<file path="src/rtl/pong_pkg.sv">
// Shared types and constants for the Pong match controller.
// Latency: n/a (declarations only).
// Backpressure: n/a.
//
// Contents: match phase enum, serve direction / winner encodings and
// default match tuning constants.
package pong_pkg;

  // Match phases.
  typedef enum logic [2:0] {
    IDLE,
    SERVE,
    PLAY,
    POINT,
    OVER
  } state_t;

  // serve_dir encodings: the ball is released toward the player who conceded.
  localparam logic DIR_TO_P2 = 1'b0;  // rightward
  localparam logic DIR_TO_P1 = 1'b1;  // leftward

  // winner encodings.
  localparam logic WIN_P1 = 1'b0;
  localparam logic WIN_P2 = 1'b1;

  // Default match tuning.
  localparam int DEF_WIN_SCORE    = 7;
  localparam int DEF_SCORE_W      = 4;
  localparam int DEF_SERVE_FRAMES = 60;
  localparam int DEF_POINT_FRAMES = 30;
  localparam int DEF_TMR_W        = 8;

endpackage

</file>
<file path="src/rtl/frame_timer.sv">
// Frame counter: counts frame ticks from zero and flags the tick that reaches load.
// Latency: done is combinational on the qualifying tick; count updates next edge.
// Backpressure: none; every tick presented is counted unless clear is high.
//
// Ports: clk_100MHz/reset (sync, active-high); clear zeroes the count;
// tick advances it; load is the target count; done marks the tick that
// brings the count up to load.
module frame_timer #(
  parameter int TMR_W = 8
) (
  input  logic             clk_100MHz,
  input  logic             reset,
  input  logic             clear,
  input  logic             tick,
  input  logic [TMR_W-1:0] load,
  output logic             done
);

  logic [TMR_W-1:0] count;
  logic [TMR_W:0]   count_inc;

  // One extra bit so count+1 cannot alias back onto a small load value.
  assign count_inc = {1'b0, count} + {{TMR_W{1'b0}}, 1'b1};
  assign done      = tick && (count_inc == {1'b0, load});

  always_ff @(posedge clk_100MHz) begin
    if (reset || clear) begin
      count <= '0;
    end else if (tick) begin
      count <= count_inc[TMR_W-1:0];
    end
  end

endmodule

</file>
<file path="src/rtl/pong_match_ctrl.sv">
// Pong match sequencer: serve/rally/point/game-over phases, scores and ball controls.
// Latency: one cycle from any input event (serve edge, miss, final frame tick) to outputs.
// Backpressure: none; misses outside PLAY and serve presses outside IDLE/OVER are dropped.
//
// Ports: clk_100MHz, reset (sync, active-high); frame_tick (per-frame pulse);
// serve_btn (debounced level); miss_left/miss_right (miss pulses from the ball);
// ball_hold, ball_run, serve_dir (ball controls); score1, score2; point_strobe;
// game_over, winner.
module pong_match_ctrl
  import pong_pkg::*;
#(
  parameter int WIN_SCORE    = DEF_WIN_SCORE,
  parameter int SCORE_W      = DEF_SCORE_W,
  parameter int SERVE_FRAMES = DEF_SERVE_FRAMES,
  parameter int POINT_FRAMES = DEF_POINT_FRAMES,
  parameter int TMR_W        = DEF_TMR_W
) (
  input  logic               clk_100MHz,
  input  logic               reset,
  input  logic               frame_tick,
  input  logic               serve_btn,
  input  logic               miss_left,
  input  logic               miss_right,
  output logic               ball_hold,
  output logic               ball_run,
  output logic               serve_dir,
  output logic [SCORE_W-1:0] score1,
  output logic [SCORE_W-1:0] score2,
  output logic               point_strobe,
  output logic               game_over,
  output logic               winner
);

  localparam logic [SCORE_W-1:0] WIN_S   = SCORE_W'(WIN_SCORE);
  localparam logic [SCORE_W-1:0] ONE_S   = SCORE_W'(1);
  localparam logic [TMR_W-1:0]   SERVE_T = TMR_W'(SERVE_FRAMES);
  localparam logic [TMR_W-1:0]   POINT_T = TMR_W'(POINT_FRAMES);

  state_t             state, state_n;
  logic               btn_prev;
  logic               serve_press;
  logic               timed_phase;
  logic               tmr_clr, tmr_tick, tmr_done;
  logic [TMR_W-1:0]   tmr_load;
  logic               serve_dir_n, winner_n, point_strobe_n;
  logic [SCORE_W-1:0] score1_n, score2_n;
  logic [SCORE_W-1:0] scorer_score;

  assign serve_press = serve_btn && !btn_prev;

  // The timer only runs in SERVE and POINT and is held at zero otherwise, so
  // ticks coincident with a serve edge or a miss never count. Those phases
  // are only left through done, so clearing on done restarts the next phase.
  assign timed_phase = (state == SERVE) || (state == POINT);
  assign tmr_tick    = frame_tick && timed_phase;
  assign tmr_clr     = !timed_phase || tmr_done;
  assign tmr_load    = (state == SERVE) ? SERVE_T : POINT_T;

  // serve_dir points at the player who conceded, so it also names the scorer.
  assign scorer_score = (serve_dir == DIR_TO_P1) ? score2 : score1;

  frame_timer #(
    .TMR_W(TMR_W)
  ) u_frame_timer (
    .clk_100MHz(clk_100MHz),
    .reset     (reset),
    .clear     (tmr_clr),
    .tick      (tmr_tick),
    .load      (tmr_load),
    .done      (tmr_done)
  );

  always_comb begin
    state_n        = state;
    serve_dir_n    = serve_dir;
    score1_n       = score1;
    score2_n       = score2;
    winner_n       = winner;
    point_strobe_n = 1'b0;
    case (state)
      IDLE: begin
        if (serve_press) state_n = SERVE;
      end
      SERVE: begin
        if (tmr_done) state_n = PLAY;
      end
      PLAY: begin
        if (miss_left && miss_right) begin
          // Simultaneous misses: replay the serve without awarding a point.
          state_n = SERVE;
        end else if (miss_left) begin
          if (score2 != WIN_S) score2_n = score2 + ONE_S;
          serve_dir_n    = DIR_TO_P1;
          point_strobe_n = 1'b1;
          state_n        = POINT;
        end else if (miss_right) begin
          if (score1 != WIN_S) score1_n = score1 + ONE_S;
          serve_dir_n    = DIR_TO_P2;
          point_strobe_n = 1'b1;
          state_n        = POINT;
        end
      end
      POINT: begin
        if (tmr_done) begin
          if (scorer_score == WIN_S) begin
            state_n  = OVER;
            winner_n = (serve_dir == DIR_TO_P1) ? WIN_P2 : WIN_P1;
          end else begin
            state_n = SERVE;
          end
        end
      end
      OVER: begin
        if (serve_press) begin
          score1_n    = '0;
          score2_n    = '0;
          serve_dir_n = DIR_TO_P2;
          state_n     = SERVE;
        end
      end
      default: state_n = IDLE;
    endcase
  end

  always_ff @(posedge clk_100MHz) begin
    if (reset) begin
      state        <= IDLE;
      btn_prev     <= 1'b1;
      ball_hold    <= 1'b1;
      ball_run     <= 1'b0;
      serve_dir    <= DIR_TO_P2;
      score1       <= '0;
      score2       <= '0;
      point_strobe <= 1'b0;
      game_over    <= 1'b0;
      winner       <= WIN_P1;
    end else begin
      state        <= state_n;
      btn_prev     <= serve_btn;
      ball_hold    <= (state_n != PLAY);
      ball_run     <= (state_n == PLAY);
      serve_dir    <= serve_dir_n;
      score1       <= score1_n;
      score2       <= score2_n;
      point_strobe <= point_strobe_n;
      game_over    <= (state_n == OVER);
      winner       <= winner_n;
    end
  end

endmodule

</file>
<file path="config.mk">
export PLATFORM = sky130hd
export DESIGN_NAME = pong_match_ctrl
export DESIGN_NICKNAME = d
export VERILOG_FILES = /design/src/rtl/pong_pkg.sv /design/src/rtl/frame_timer.sv /design/src/rtl/pong_match_ctrl.sv
export SDC_FILE = /design/constraint.sdc
export NUM_CORES = 1
export LEC_CHECK = 0
export ABC_AREA = 1
export CORE_ASPECT_RATIO = 1.2
export CORE_UTILIZATION = 53
export DETAILED_ROUTE_END_ITERATION = 6
export GPL_TIMING_DRIVEN = 0
export PLACE_DENSITY = 0.78
export RECOVER_POWER = 25
export SYNTH_ARGS = -nofsm -noshare
export SYNTH_HDL_FRONTEND = slang
export SYNTH_SLANG_ARGS = --single-unit
</file>
<file path="constraint.sdc">
create_clock -name clk_100MHz -period 2 [get_ports clk_100MHz]
set_input_delay 0.2 -clock clk_100MHz [delete_from_list [all_inputs] [get_ports clk_100MHz]]
set_output_delay 0.2 -clock clk_100MHz [all_outputs]
set_load 0.05 [all_outputs]
</file>
==> results.toml, run 1 <==
[outcome]
outcome = "finished, final reports clean"

[worst_hold_path]
hold_path.class = "in2reg"
hp-start = "serve_btn"

[setup_path]
cpPeakStageDelay_ps = 840
crit_chain = "clkdlybuf4s50_1"
crit_path_start = "serve_dir"
critical_path.top_delay_family = "buffers and inverters"
path_max_fanout = 5
r2r_start = "u_frame_timer.count[1]"
critPathBufInv = 1
cpMaxStageDelayCell = "clkdlybuf4s50_1"
arrival_ps = 1610
cp.required_ps = 1800
end_kind = "primary output"
criticalPathCategory = "reg2out"
startpoint_type = "flip-flop"

[drt]
routed_wl_um = 2870
routedWlPerCell_um = 11.3
drtPass1Iterations = 5
vias = 1316
via_per_inst = 5.18
drc = 0
drt.antenna.violating_nets = 0
drtIter0Drc = 45

[placement]
dp_slack_ps = 105
placed_cell_area_um2 = 1600
hpwl_um = 2180
place_congestion = 0.838
dp_cells = 250
port-buffer-count = 19

[global_routing]
first_global_vias = 1164
track_usage_pct = 22.4
grt-ovfl-total = 0
grt_pass1_wl_um = 4910
grt_antenna_before_repair = 0
grt_max_degree = 14

[clocking]
clk_path_buf_depth = 2
clk_pin_slew_ps = 130
clockRootBuffer = "clkbuf_4"
cts-htree-levels = 1
ctsHoldBuffers = 0
clock_latency_ps = 310
cts_sinks = 26
cts_buffers = 3
cts_tree = "done"

[layout]
fin_area_um2 = 1650
nets = 234
antenna_cells = 0
syn_to_final_growth_pct = 21.0
instances_no_fill = 254
layout-drive-gt1-share_pct = 9.42
post-route-util_pct = 70.3
num-fill-cells = 199

[timing]
period_share_pct = 90.7
fin_crit_ps = 1810
maxSlewViolCount = 0
relSlewSlack_pct = 57.6
setup_viol = 0
hold_slack_ps = 430
fin_tns_setup_ps = 0
rsz0062_at_grt = "false"
max_freq_mhz = 551
hold_violations = 0
setup_slack_ps = 186
skew_ps = 3.60
tightest_slew_ps = 630

[logic_synthesis]
synth_nets = 209
syn_area_um2 = 1370
seq_area_frac_synth_pct = 38.1
synth_seq_cells = 26
ys_warn_count = 0
syn_avg_cell_area_um2 = 6.84
syn-instance-count = 200
synthDistinctLibCells = 25

[power]
peakVddDrop_mv = 0.361
p_per_area_nw_per_um2 = 470
p_leak_nw = 0.679
p_total_mw = 0.778

[die]
fp.dieArea_um2 = 2790
die_w_um = 48.4
io_pins = 20
die_y_um = 57.6
core.rowCount = 19
start_util_pct = 58.1
core-area_um2 = 2350

[flow_run]
drv_cap = 0
==> worst min-delay path: stages <==
cell and delay, ps:
clkdlybuf4s50_1 400, inv_1 70, nand2_1 50
==> sequential cells by signal, summed over array words and instances (netlist names) <==
name                 flops
score2                   4
u_frame_timer.count      8
game_over                1
serve_dir                1
ball_hold                1
score1                   4
winner                   1
btn_prev                 1
ball_run                 1
state                    3
point_strobe             1
==> metal layers <==
| metal | vias to the layer above | global-route usage (%) | share of wire, % |
|---|---|---|---|
| met5 | - | 0 | 0 |
| li1 | 703 | - | - |
| met1 | 587 | 28.5 | 49 |
| met4 | 0 | 8.82 | 1.3 |
| met3 | 4 | 2.36 | 2.4 |
| met2 | 22 | 39.2 | 47 |
==> cells by family (layout without fill, tap and decap cells) <==
family,count (synthesis),count (layout),synth area share [%]
flops,26,26,38.1
simple gates,113,113,39.8
fa+ha+maj,3,3,2.75
xor+xnor,1,1,0.641
compound gates,27,27,10.5
buf+inv,30,53,8.23
==> placed cells by master, fill, tap and decap left out, drive strengths merged, types with 2 or more instances in the layout <==
| master | count |
|---|---|
| nand2 | 55 |
| inv | 28 |
| dfxtp | 26 |
| nor2 | 20 |
| a21oi | 18 |
| nand3 | 16 |
| clkdlybuf4s50 | 13 |
| nor3 | 10 |
| dlygate4sd3 | 6 |
| o21ai | 5 |
| clkbuf | 5 |
| nand4 | 4 |
| nand3b | 4 |
| nor3b | 3 |
| ha | 3 |
| a211oi | 2 |
==> layout make-up <==
class	count	area, um2	share of cell area, %
Buffer	2	7.51	0.454
Clock buffer	3	22.5	1.36
Inverter	28	105	6.35
Tap cell	31	38.8	2.34
Sequential cell	26	526	31.8
Timing Repair Buffer	20	198	12.0
Multi-Input combinational cell	144	757	45.8
==> worst paths after layout <==
path	to	slack (ps)	depth (start not counted)
max	serve_dir	190	1
max reg2reg	ball_run	210	13
min	btn_prev	430	3
min reg2reg	score2[1]	510	2
==> where the power goes <==
group          switching (mW)  internal (mW)  total [mW]
clock                   0.146         0.0704       0.217
sequential            0.00190          0.519       0.521
combinational          0.0248         0.0159      0.0406
total                   0.173          0.605       0.778
==> cell usage after synthesis, drive strengths merged <==
master  count  area (um2)
or2         1        6.26
o21bai      1        7.51
nand2      55         211
a21oi      18        90.1
a31oi       1        6.26
xor2        1        8.76
nor2       20        85.1
clkbuf      2        7.51
a211oi      2        15.0
dfxtp      26         521
o21ai       5        25.0
nand4       4        25.0
nand3      16        85.1
nor3b       3        22.5
nand3b      4        42.5
ha          3        37.5
inv        28         105
nor3       10        66.3
==> what timing repair did <==
action,CTS,global route
buffers inserted,0,1
gates resized for setup,0,8
setup endpoints to repair,0,15
Note: power is estimated with default switching activity, not from simulation.
==> inputs of run 2 (changes only) <==
Settings changed: GPL_ROUTABILITY_DRIVEN set to 0.
==> results of run 2 <==
The final DEF is identical to that of run 1; final timing and power are the same.
==> inputs of run 3 (changes only) <==
Settings changed: TNS_END_PERCENT set to 1.
==> results of run 3 <==
The final DEF is identical to that of run 1; final timing and power are the same.
